**config.mk**
```make
export PLATFORM = sky130hd
export DESIGN_NAME = nfc_cmd_arbiter
export DESIGN_NICKNAME = d
export VERILOG_FILES = /design/src/rtl/nfc_cmd_arbiter.sv
export SDC_FILE = /design/constraint.sdc
export NUM_CORES = 1
export LEC_CHECK = 0
export BUFFER_PORTS_ARGS = -buffer_cell sky130_fd_sc_hd__buf_2
export CAP_MARGIN = 20
export CORE_UTILIZATION = 30
export CTS_CLUSTER_SIZE = 16
export DETAILED_ROUTE_END_ITERATION = 7
export GPL_TIMING_DRIVEN = 0
export MAX_ROUTING_LAYER = met4
export PLACE_DENSITY = 0.62
export SLEW_MARGIN = 20
export SYNTH_ARGS = -nofsm -noshare
export SYNTH_HDL_FRONTEND = slang
export SYNTH_SLANG_ARGS = --single-unit
export TNS_END_PERCENT = 50
```
**constraint.sdc**
```tcl
create_clock -name clk -period 4.1 [get_ports clk]
set_input_delay 0.615 -clock clk [delete_from_list [all_inputs] [get_ports clk]]
set_output_delay 0.615 -clock clk [all_outputs]
set_load 0.02 [all_outputs]
```
**src/rtl/nfc_cmd_arbiter.sv**
```systemverilog
// -----------------------------------------------------------------------------
// nfc_cmd_arbiter
//
// Round-robin command scheduler sharing one NAND flash controller (NFC)
// between NREQ requesters. Each requester owns a one-deep holding register
// filled over a valid/ready handshake. Nothing is issued to the NFC until its
// power-up flash reset completes (first nfc_done). After that, one command is
// issued at a time and held stable until nfc_done, which returns a one-cycle
// completion pulse to the granted port. A watchdog halts issue permanently
// (until rst) if the NFC never completes a command.
//
// Ports:
//   clk, rst        clock; asynchronous active-high reset
//   req_valid[i]    port i command valid
//   req_ready[i]    port i may load its holding register (~pend & ~halted)
//   req_cmd         port i command at bits [33i+32:33i]
//                   format {rw, faddr[17:0], maddr[6:0], len[6:0]}
//   rsp_done[i]     one-cycle completion pulse for the served port
//   nfc_cmd         command presented to the NFC (holds last issued value)
//   nfc_cmd_valid   qualifies nfc_cmd; NFC idles while low
//   nfc_done        NFC completion pulse (first one ends power-up reset)
//   grant_id        port being served (meaningful while busy)
//   busy            a command is outstanding at the NFC
//   init_done       NFC power-up reset has completed
//   timeout_err     sticky watchdog expiry flag
// -----------------------------------------------------------------------------
module nfc_cmd_arbiter #(
   parameter int NREQ    = 4,
   parameter int TIMEOUT = 1048576,
   parameter int TW      = 20
) (
   input  logic                    clk,
   input  logic                    rst,
   input  logic [NREQ-1:0]         req_valid,
   output logic [NREQ-1:0]         req_ready,
   input  logic [NREQ*33-1:0]      req_cmd,
   output logic [NREQ-1:0]         rsp_done,
   output logic [32:0]             nfc_cmd,
   output logic                    nfc_cmd_valid,
   input  logic                    nfc_done,
   output logic [$clog2(NREQ)-1:0] grant_id,
   output logic                    busy,
   output logic                    init_done,
   output logic                    timeout_err
);

   localparam int GW = $clog2(NREQ);
   localparam int CW = 33;
   localparam logic [TW-1:0] WDOG_LAST = TW'(TIMEOUT - 1);

   typedef enum logic [1:0] {S_INIT, S_IDLE, S_BUSY, S_HALT} state_t;

   state_t          state_q, state_d;
   logic [NREQ-1:0] pend_q, pend_d;
   logic [CW-1:0]   hold_q [NREQ];
   logic [GW-1:0]   ptr_q, ptr_d;
   logic [GW-1:0]   grant_q, grant_d;
   logic [TW-1:0]   wdog_q, wdog_d;
   logic [CW-1:0]   cmd_q, cmd_d;
   logic            vld_q, vld_d;
   logic [NREQ-1:0] rsp_q, rsp_d;
   logic            init_q, init_d;
   logic            terr_q, terr_d;
   logic            busy_q, busy_d;

   logic            halted;
   logic [NREQ-1:0] accept;
   logic            found;
   logic [GW-1:0]   sel;

   assign halted    = (state_q == S_HALT);
   assign req_ready = ~pend_q & {NREQ{~halted}};
   assign accept    = req_valid & req_ready;

   // Round-robin search: first pending port in the order ptr, ptr+1, ...
   // wrapping at NREQ (which need not be a power of two).
   always_comb begin
      int idx;
      logic [GW-1:0] cand;
      found = 1'b0;
      sel   = '0;
      idx   = 0;
      cand  = '0;
      for (int k = 0; k < NREQ; k++) begin
         idx = int'(ptr_q) + k;
         if (idx >= NREQ) idx = idx - NREQ;
         cand = GW'(idx);
         if (!found && pend_q[cand]) begin
            found = 1'b1;
            sel   = cand;
         end
      end
   end

   // State register and all control/output registers
   always_ff @(posedge clk or posedge rst) begin
      if (rst) begin
         state_q <= S_INIT;
         pend_q  <= '0;
         ptr_q   <= '0;
         grant_q <= '0;
         wdog_q  <= '0;
         cmd_q   <= '0;
         vld_q   <= 1'b0;
         rsp_q   <= '0;
         init_q  <= 1'b0;
         terr_q  <= 1'b0;
         busy_q  <= 1'b0;
      end else begin
         state_q <= state_d;
         pend_q  <= pend_d;
         ptr_q   <= ptr_d;
         grant_q <= grant_d;
         wdog_q  <= wdog_d;
         cmd_q   <= cmd_d;
         vld_q   <= vld_d;
         rsp_q   <= rsp_d;
         init_q  <= init_d;
         terr_q  <= terr_d;
         busy_q  <= busy_d;
      end
   end

   // Holding registers are pure data: qualified by pend, so no reset needed
   always_ff @(posedge clk) begin
      for (int i = 0; i < NREQ; i++) begin
         if (accept[i]) hold_q[i] <= req_cmd[i*CW +: CW];
      end
   end

   // Next-state logic
   always_comb begin
      state_d = state_q;
      case (state_q)
         S_INIT:  if (nfc_done) state_d = S_IDLE;
         S_IDLE:  if (found) state_d = S_BUSY;
         S_BUSY: begin
            // Completion wins over a simultaneous watchdog expiry
            if (nfc_done)                  state_d = S_IDLE;
            else if (wdog_q == WDOG_LAST)  state_d = S_HALT;
         end
         default: state_d = S_HALT;
      endcase
   end

   // Output / datapath next values
   always_comb begin
      pend_d  = pend_q | accept;
      ptr_d   = ptr_q;
      grant_d = grant_q;
      wdog_d  = wdog_q;
      cmd_d   = cmd_q;
      vld_d   = vld_q;
      rsp_d   = '0;
      init_d  = init_q;
      terr_d  = terr_q;
      case (state_q)
         S_INIT: begin
            if (nfc_done) init_d = 1'b1;
         end
         S_IDLE: begin
            if (found) begin
               cmd_d   = hold_q[sel];
               vld_d   = 1'b1;
               grant_d = sel;
               wdog_d  = '0;
            end
         end
         S_BUSY: begin
            wdog_d = wdog_q + TW'(1);
            if (nfc_done) begin
               vld_d          = 1'b0;
               pend_d[grant_q] = 1'b0;
               rsp_d[grant_q]  = 1'b1;
               ptr_d = (grant_q == GW'(NREQ - 1)) ? '0 : grant_q + GW'(1);
            end else if (wdog_q == WDOG_LAST) begin
               terr_d = 1'b1;
               vld_d  = 1'b0;
            end
         end
         default: begin
            vld_d = 1'b0;
         end
      endcase
      busy_d = (state_d == S_BUSY);
   end

   assign rsp_done      = rsp_q;
   assign nfc_cmd       = cmd_q;
   assign nfc_cmd_valid = vld_q;
   assign grant_id      = grant_q;
   assign busy          = busy_q;
   assign init_done     = init_q;
   assign timeout_err   = terr_q;

endmodule

```
# Word level (Yosys, flattened, before mapping)
# Memories as Yosys holds them, arrays and structs flattened. A register that Yosys moved wholly into a read port is not among the register bits.
# Cells that the tools add are included.
dict set report totals {
  register_bits 38
  ramBits 132
  input_bits 139
  output_inout_bits 47
  word_cells 108
  memories 1
}
# memory depth word_bits rd rd_clocked_by_memory_dff wr line
set mem_list {}
lappend mem_list {hold_q 4 33 1 1 4 55} ;# logic [CW-1:0] hold_q [NREQ];
dict set report op_classes {
  n_addsub 9
  magnitude_cmp 10
  eq_ne 8
  n_mux 46
  bitwise_logic 9
  n_reduce_logical 15
}
# op count
set ops {}
lappend ops {{$pmux W20 S2} 1}
lappend ops {{$mux W2} 13}
lappend ops {{$add A20 B1 Y20 const B} 1}
lappend ops {{$eq A20 B20 Y1 const B} 1}
lappend ops {{$mux W1} 20}
lappend ops {{$mux W20} 1}
lappend ops {{$mux W4} 4}
lappend ops {{$lt A2 B3 Y1 const B} 5}
lappend ops {{$and A4 B4 Y4} 3}
lappend ops {{$ge A3 B3 Y1 const B} 3}
lappend ops {{$bmux W1 S2} 4}
lappend ops {{$eq A2 B2 Y1 const B} 4}
lappend ops {{$not A4 Y4} 2}
lappend ops {{$reduce_and A2 Y1} 4}
lappend ops {{$sub A2 B1 Y2 const B} 4}
lappend ops {{$add A2 B2 Y3 const B} 2}
lappend ops {{$pmux W2 S3} 1}
lappend ops {{$reduce_and A3 Y1} 2}
lappend ops {{$logic_and A1 B1 Y1} 4}
lappend ops {{$or A4 B4 Y4} 1}
lappend ops {{$add A2 B1 Y3 const B} 1}
lappend ops {{$ge A2 B3 Y1 const B} 1}
lappend ops {{$logic_not A1 Y1} 3}
lappend ops {{$ne A3 B3 Y1 const B} 1}
lappend ops {{9 further kinds} 11}

# Logic depth before layout (Yosys ltp)
# Gate-level depths: netlist (run 1).
dict set report logic_depth {
  ltp_word 17
  depth_mapped 8
  mapped_depth_nobuf 6
}

# Worst setup path after synthesis (run 1)
# OpenSTA, ideal clock, no wires.
dict set report synth_path {
  path_kind {reg-to-reg}
  startpoint {register state_q[0]}
  endpoint {memory hold_q[0][0] (enable)}
  setup_time_ns 0.393
  t_arrival_ns 1.892
  t_required_ns 3.707
  setup_slack_ns 1.815
  path_stages_with_launch 6
  path_buffers 1
  synth_period_minus_slack_ns 2.285
  path_cell_list {dfrtp_1 > clkbuf_1 > inv_1 > nor2_1 > nor2_1 > and2_1}
}
# element line
set synth_lines {}
lappend synth_lines {{from (decl)} 53} ;# state_t state_q, state_d;
lappend synth_lines {{from (signal assigned)} 110} ;# state_q <= state_d;
lappend synth_lines {{to (decl)} 55}

# Worst setup path in the final report (run 1)
dict set report layout_path {
  startpoint {register state_q[0]}
  endpoint {output port req_ready[3]}
}
dict set report layout_via {
  elab_chain_cells 3
}
# element line
set layout_lines {}
lappend layout_lines {{$eq A2 B2 Y1} 71} ;# assign halted = (state_q == S_HALT);
lappend layout_lines {{$not A1 Y1} 72} ;# assign req_ready = ~pend_q & {NREQ{~halted}};
lappend layout_lines {{$and A4 B4 Y4} 72}
lappend layout_lines {{to (decl)} 35} ;# output logic [NREQ-1:0] req_ready,
# Every way passes these cells.

==> results.ini, run 1 <==
[cells_and_area]
layout.cells.most_common = buf_2
diodes = 0
drive_above_1_share_pct = 38.8
area_delta_synth_final_pct = 27.5
layout.nets = 876
mostFrequentLayoutCells = buf_2 (192), edfxtp_1 (132), dfrtp_1 (71)

[synth]
async_flop_share_pct = 35.0
yosys_warnings = 0
synth_edf_count = 132
synthFlopType = edfxtp_1
ys_seq_area_share_pct = 71.1
syn_avg_cell_area_um2 = 15.6
syn_nets = 660
syn_inst = 516
ys_types = 47
netlist_area_mm2 = 0.00807
ys_ff_latch = 203

[drt]
drc_errors = 9
drtAntennaViolNets = 0
wl_per_cell_um = 18.8
viasPerCell = 4.68
vias = 5081
drtPass1Iterations = 7
routed_wl_mm = 20.4
drt_iter0_drc = 423

[grt]
grt_pass1_vias = 5217
antenna_found_initial = 0
grt_overflow_total = 0
grt_usage_pct = 15.4
grt_pass1_wl_mm = 31.1
grt_max_degree = 40

[outcome]
status = finished with violations
violations = DRC

[floorplan]
die_h_um = 166
ios = 186
start_util_pct = 30.8
dieArea_mm2 = 0.0276
die_w_um = 166
core_area_mm2 = 0.0262
rows = 59

[worst_setup_path]
slowest_delay_ps = 330
crit_fanout = 9
reg2reg_to = nfc_cmd[3]
crit_buf_inv = 3
cp_common_cell = nor2_1
crit_type = reg -> out
worstPathRequired_ps = 3480
critPathArrivalTime_ps = 1800
worst-path-stages = 5
r2r_cells = 7
path_delay_family = buffers and inverters
startpoint_type = flop
crit_chain = clkbuf_1 -> inv_1 -> nor2_1 -> nor2_1 -> buf_2
slowest_stage = dfrtp_1
r2r-start = pend_q[0]
crit_path_end_kind = output port
rrSetupSlack_ps = 1930

[clock_tree]
cts_resized = 0
cts.sinks = 203
cts_hold_buf = 0
cts_max_level = 1
worst_skew_pair.late_latency_ps = 530
ctsRootBufferMaster = clkbuf_16
cts_buffers = 24
cts_setup_buffers = 0
path_clk_slew_ps = 60
cts_buffer_depth = 3
cts_tree = built

[power_and_ir_drop]
ir_worst_vdd_v = 0.000347
leakage_nw = 4.73
power_mw = 4.30
powerDensity_mw_per_mm2 = 418

[sta]
final_max_slew_viol_count = 0
skew_ps = 26.3
setup_viol = 0
relSlewSlack_pct = 54.4
fin_crit_sh_pct = 58.9
layout_min_cycle_time_ps = 2420
worst_pin_slew_ps = 681
finalSetupTns_ps = 0
hold_viol_final = 0
clock.fmax_mhz = 414
rsz0062_at_grt = no

[placed_design]
io_buffers = 185
dp_hpwl_mm = 14.2
place.gp.congestion = 0.840

[worst_hold_path]
hold_path_class = in -> async

[flow_run]
drv_cap = 0

## power by group
part           internal [mW]  leakage (nW)  switching (mW)
clock                   1.16         0.373           0.874
combinational         0.0477          2.18          0.0372
sequential              2.18          2.17               0
## Yosys cell counts, types with 2 or more instances
master / number / share of area (%)
edfxtp_1: 132 / 49
o22ai_1: 4 / 0.31
nor2b_1: 2 / 0.15
o221ai_1: 10 / 1.1
o21ai_0: 2 / 0.12
o21ai_1: 15 / 0.93
mux2i_1: 69 / 8.6
o31ai_1: 2 / 0.19
inv_1: 7 / 0.33
nand4_1: 5 / 0.39
a21oi_1: 10 / 0.62
a21o_1: 2 / 0.19
and3_1: 6 / 0.46
nor2_1: 22 / 1.0
buf_4: 3 / 0.28
and2_1: 5 / 0.39
nand3_1: 8 / 0.50
xor2_1: 4 / 0.43
clkbuf_1: 5 / 0.23
a31o_2: 2 / 0.22
or2_1: 2 / 0.15
ha_1: 5 / 0.77
o221ai_2: 24 / 4.5
a31oi_1: 2 / 0.15
buf_2: 7 / 0.43
and4_1: 2 / 0.22
dfrtp_1: 71 / 22
xnor2_1: 2 / 0.22
nor3_1: 3 / 0.19
buf_6: 9 / 1.3
nand2_1: 58 / 2.7
## logic make-up after synthesis
kind of cell             share of synthesized area (%)
adder cells (fa/ha/maj)                          0.775
multiplexers                                      8.69
buffers and inverters                             2.57
AND/OR/NAND/NOR                                   7.41
AO/OA/AOI/OAI                                     8.80
flip-flops                                        71.1
XOR/XNOR                                         0.651
## final cells by class
class | count | area [µm²]
Clock buffer | 26 | 608
Sequential cell | 203 | 5740
Inverter | 8 | 32.5
Multi-Input combinational cell | 281 | 2130
Timing Repair Buffer | 190 | 1030
Fill cell | 2446 | 15900
Buffer | 24 | 178
Tap cell | 335 | 419
Clock inverter | 18 | 156
## per-layer routing
layer  vias up  share of wire [%]  track usage (%)
met4         0                1.4             3.25
met3        30                6.1             3.12
met1      2493                 45             20.5
met5         -                  0                -
li1       2396                  -                -
met2       162                 47             24.4
## how the worst max path moves through the flow
stage,start,end,slack (ps)
floorplan,rst,busy,1690
global placement,rst,nfc_cmd[15],390
finish,state_q[0],req_ready[3],1680
global route,state_q[0],req_ready[2],1550
CTS,state_q[0],req_ready[3],1690
detailed placement,pend_q[1],nfc_cmd[1],1970
## registers in the layout (all words and copies together), names as in the netlist
name	cells
ptr_q	2
hold_q	132
state_q	2
nfc_cmd	33
busy	1
pend_q	4
rsp_done	4
nfc_cmd_valid	1
grant_id	2
timeout_err	1
init_done	1
wdog_q	20
## metrics by stage
| step | area (µm²) | utilization, % | std cells | worst slack, ps | hold slack (ps) |
|---|---|---|---|---|---|
| global route | 10300 | 39.3 | 1085 | 1550 | 141 |
| finish | 10300 | 39.3 | 1085 | 1680 | 114 |
| detailed placement | 9530 | 36.4 | 1041 | 1970 | 448 |
| global placement | 9420 | 35.9 | 1036 | 392 | 457 |
| CTS | 10300 | 39.3 | 1085 | 1690 | 112 |
| floorplan | 8070 | - | 516 | 1690 | 437 |
Power figures use the tool's default switching activity.
==> run 2, diff against run 1 <==
--- a/config.mk
+++ b/config.mk
@@ -5,6 +5,7 @@
 export SDC_FILE = /design/constraint.sdc
 export NUM_CORES = 1
 export LEC_CHECK = 0
+export ABC_AREA = 1
 export BUFFER_PORTS_ARGS = -buffer_cell sky130_fd_sc_hd__buf_2
 export CAP_MARGIN = 20
 export CORE_UTILIZATION = 30
@@ -12,7 +13,7 @@
 export DETAILED_ROUTE_END_ITERATION = 7
 export GPL_TIMING_DRIVEN = 0
 export MAX_ROUTING_LAYER = met4
-export PLACE_DENSITY = 0.62
+export PLACE_DENSITY = 0.63
 export SLEW_MARGIN = 20
 export SYNTH_ARGS = -nofsm -noshare
 export SYNTH_HDL_FRONTEND = slang
==> constraint.sdc (replaced) <==
create_clock -name clk -period 2.2 [get_ports clk]
set_input_delay 0.33 -clock clk [delete_from_list [all_inputs] [get_ports clk]]
set_output_delay 0.33 -clock clk [all_outputs]
set_load 0.02 [all_outputs]
==> run 2 against run 1 <==
Effect of this change:
- the flow now finishes without violations
- critical path type is now reg -> reg
- largest cell class unchanged
- non-clock buffer count increased by 139
- wire length increased by 22%
- via count increased by 39%
- setup slack got worse by 1600 ps
- hold slack got worse by 93 ps
- cell area increased by 20%
- global-route usage increased by 2.2 points
==> results.ini, run 2 <==
[floorplan]
rows = 61  ; was 59
dieArea_mm2 = 0.0296  ; was 0.0276 mm²
core_area_mm2 = 0.0281  ; was 0.0262 mm²
die_w_um = 172  ; was 166 µm
start_util_pct = 30.9  ; was 30.8%
die_h_um = 172  ; was 166 µm
ios = 186  ; unchanged

[power_and_ir_drop]
comb_power_share_pct = 46.1  ; was 2.0%
leakage_nw = 5.69  ; was 4.73 nW
p_seq_share_pct = 31.3  ; was 50.8%
ir_worst_vdd_v = 0.000689  ; was 0.000347 V
swShare_pct = 40.4  ; was 21.2%
p_int_mw = 9.63  ; was 3.39 mW
clockPowerShare_pct = 22.6  ; was 47.2%
p_sw_mw = 6.54  ; was 911 µW
powerDensity_mw_per_mm2 = 1310  ; was 418 mW/mm²

[sta]
layout_min_cycle_time_ps = 2100
clock.fmax_mhz = 476
skew_ps = 8.17  ; was 26.3 ps
setup_slack_ps = 97.5  ; was 1680 ps
finalSetupTns_ps = 0  ; unchanged
setup_viol = 0  ; unchanged
final_max_slew_viol_count = 0  ; unchanged
hold_viol_final = 0  ; unchanged
worst_pin_slew_ps = 618  ; was 681 ps
fin_crit_sh_pct = 95.6
relSlewSlack_pct = 58.8  ; was 54.4%

[cells_and_area]
nFillCells = 2683  ; was 2446
multi_input_area_mm2 = 0.00230  ; was 0.00213 mm²
largest_reg_flops = 132  ; unchanged
layout.cells.most_common = nand2_1  ; was buf_2
area_delta_synth_final_pct = 42.5  ; was 27.5%
drive_above_1_share_pct = 23.4  ; was 38.8%
largest_register = hold_q  ; unchanged
mostFrequentLayoutCells = nand2_1 (252), buf_2 (188), edfxtp_1 (132)  ; was buf_2 (192), edfxtp_1 (132), dfrtp_1 (71)
seqCellArea_mm2 = 0.00574  ; unchanged
layout.nets = 1348  ; was 876
instances_no_fill = 1598  ; was 1085
diodes = 0  ; unchanged

[grt]
grt_usage_pct = 17.6  ; was 15.4%
grt_pass1_vias = 7088  ; was 5217
grt_pass1_wl_mm = 37.9  ; was 31.1 mm
grt_overflow_total = 0  ; unchanged
antenna_found_initial = 0  ; unchanged
grt_max_degree = 50  ; was 40

[drt]
routed_wl_mm = 24.9  ; was 20.4 mm
drtAntennaViolNets = 0  ; unchanged
vias = 7069  ; was 5081
drt_iter0_drc = 536  ; was 423
drtPass1Iterations = 5  ; was 7
viasPerCell = 4.42  ; was 4.68
wl_per_cell_um = 15.6  ; was 18.8 µm
drc_errors = 0  ; was 9

[synth]
async_flop_share_pct = 35.0  ; unchanged
ys_ff_latch = 203  ; unchanged
syn_nets = 1006  ; was 660
ys_types = 32  ; was 47
yosys_warnings = 0  ; unchanged
ys_seq_area_share_pct = 66.2  ; was 71.1%
syn_inst = 862  ; was 516
synth_top_area_share_pct = 45.7  ; was 49.1%
synthTopCellsByArea = edfxtp_1 (46%), dfrtp_1 (20%), nand2_1 (11%)  ; was edfxtp_1 (49%), dfrtp_1 (22%), mux2i_1 (8.6%)
ys_top_cells_by_count = nand2_1 (255), edfxtp_1 (132), inv_1 (130), dfrtp_1 (71), nand3_1 (66)  ; was edfxtp_1 (132), dfrtp_1 (71), mux2i_1 (69), nand2_1 (58), o221ai_2 (24)
synthFlopType = edfxtp_1  ; unchanged
netlist_area_mm2 = 0.00867  ; was 0.00807 mm²
yosysMostFrequentCell = nand2_1  ; was edfxtp_1
syn_avg_cell_area_um2 = 10.1  ; was 15.6 µm²
synth.largest_area_cell = edfxtp_1  ; unchanged
synth_edf_count = 132  ; unchanged

[placed_design]
place.gp.congestion = 0.806  ; was 0.840
dp_hpwl_mm = 16.5  ; was 14.2 mm
dp.cells = 1430  ; was 1041
place_ws_ps = -204  ; was 1970 ps
io_buffers = 185  ; unchanged

[outcome]
status = finished clean  ; was finished with violations

[worst_setup_path]
crit_type = reg -> reg  ; was reg -> out
crit_path_end_kind = flop  ; was output port
critPathArrivalTime_ps = 2550  ; was 1800 ps
startpoint_type = flop  ; unchanged
worstPathRequired_ps = 2640  ; was 3480 ps
crit_fanout = 10  ; was 9

[worst_hold_path]
hold_path_class = in -> reg  ; was in -> async

[flow_run]
drv_cap = 0  ; unchanged

[clock_tree]
cts.sinks = 203  ; unchanged
ctsRootBufferMaster = clkbuf_16  ; unchanged
cts_tree = built  ; unchanged
cts_max_level = 1  ; unchanged
path_clk_slew_ps = 60  ; about the same
cts_buffer_depth = 3  ; unchanged
worst_skew_pair.late_latency_ps = 500  ; was 530 ps
cts_buffers = 22  ; was 24

-- run 2: path summary, 6_finish.rpt --
path                               startpoint       endpoint  slack [ps]  depth (start not counted)
max in group asynchronous                 rst    nfc_cmd[12]        1270                          4
worst max-delay path                 ptr_q[0]    nfc_cmd[16]         100                         15
worst min-delay path             req_cmd[125]  hold_q[3][26]          20                          1
min in group asynchronous                 rst    nfc_cmd[29]         360                          3
worst min register to register  nfc_cmd_valid  nfc_cmd_valid         460                          2
worst max register to register       ptr_q[0]    nfc_cmd[16]         100                         15
-- run 2: cells by family (layout without fill, tap and decap cells) --
| kind of cell | Yosys count | count (layout) | share of synthesized area, % |
|---|---|---|---|
| AND/OR/NAND/NOR | 414 | 414 | 20.4 |
| flip-flops | 203 | 203 | 66.2 |
| buffers and inverters | 168 | 526 | 8.00 |
| AO/OA/AOI/OAI | 67 | 67 | 4.11 |
| adder cells (fa/ha/maj) | 5 | 5 | 0.722 |
| XOR/XNOR | 4 | 4 | 0.404 |
| multiplexers | 1 | 1 | 0.115 |
-- run 2: critical path, cell delays in order, from the launching register on --
cell	delay [ps]
dfrtp_1	370
buf_6	150
inv_8	80
nand2_1	60
nand2_2	100
nand2_1	90
nand2_1	110
nor2_4	60
nand3_1	80
nand3_1	140
nand2_4	170
buf_4	210
nand3_1	190
nand2_1	120
nand2_1	60
nand2_1	60
-- run 2: what timing repair did --
| item | CTS | global route |
|---|---|---|
| buffers inserted | 1 | 4 |
| hold buffers | 123 | 0 |
| endpoints found under the setup margin | 39 | 45 |
| resized for setup | 24 | 35 |
| pin swaps | 1 | 5 |
| hold endpoints to repair | 144 | 0 |
-- run 2: cell type report --
| type | count | share of cell area, % |
|---|---|---|
| plain buffers | 35 | 2.38 |
| clock buffers | 26 | 4.83 |
| clock inverters | 14 | 0.932 |
| inverters | 133 | 4.15 |
| multi-input cells | 491 | 18.6 |
| flip-flops and latches | 203 | 46.5 |
| well taps | 378 | 3.83 |
| repair buffers | 318 | 18.8 |
-- run 2: through the flow --
stage	total power, mW	cell area (µm²)	utilization, %	hold slack (ps)
floorplan	9.44	8670	-	426
global placement	11.5	10100	35.8	457
detailed placement	11.7	10200	36.3	346
CTS	15.8	12200	43.5	2.18
global route	17.3	12400	44.0	1.20
finish	16.2	12400	44.0	21.2
-- run 2: routing by layer --
layer	GRT usage [%]	vias up	part of all wire [%]
li1	-	3498	-
met1	22.0	3333	44
met2	29.7	191	49
met3	2.24	47	4.3
met4	5.43	0	2.6
met5	-	-	0
-- run 2: power groups by stage --
| stage | combinational [mW] | sequential [mW] | clock (mW) |
|---|---|---|---|
| finish | 7.46 | 5.07 | 3.65 |
| CTS | 6.99 | 5.07 | 3.74 |
| floorplan | 3.98 | 5.46 | 0 |
| global route | 8.31 | 5.13 | 3.88 |
| detailed placement | 6.55 | 5.14 | 0 |
| global placement | 6.41 | 5.13 | 0 |
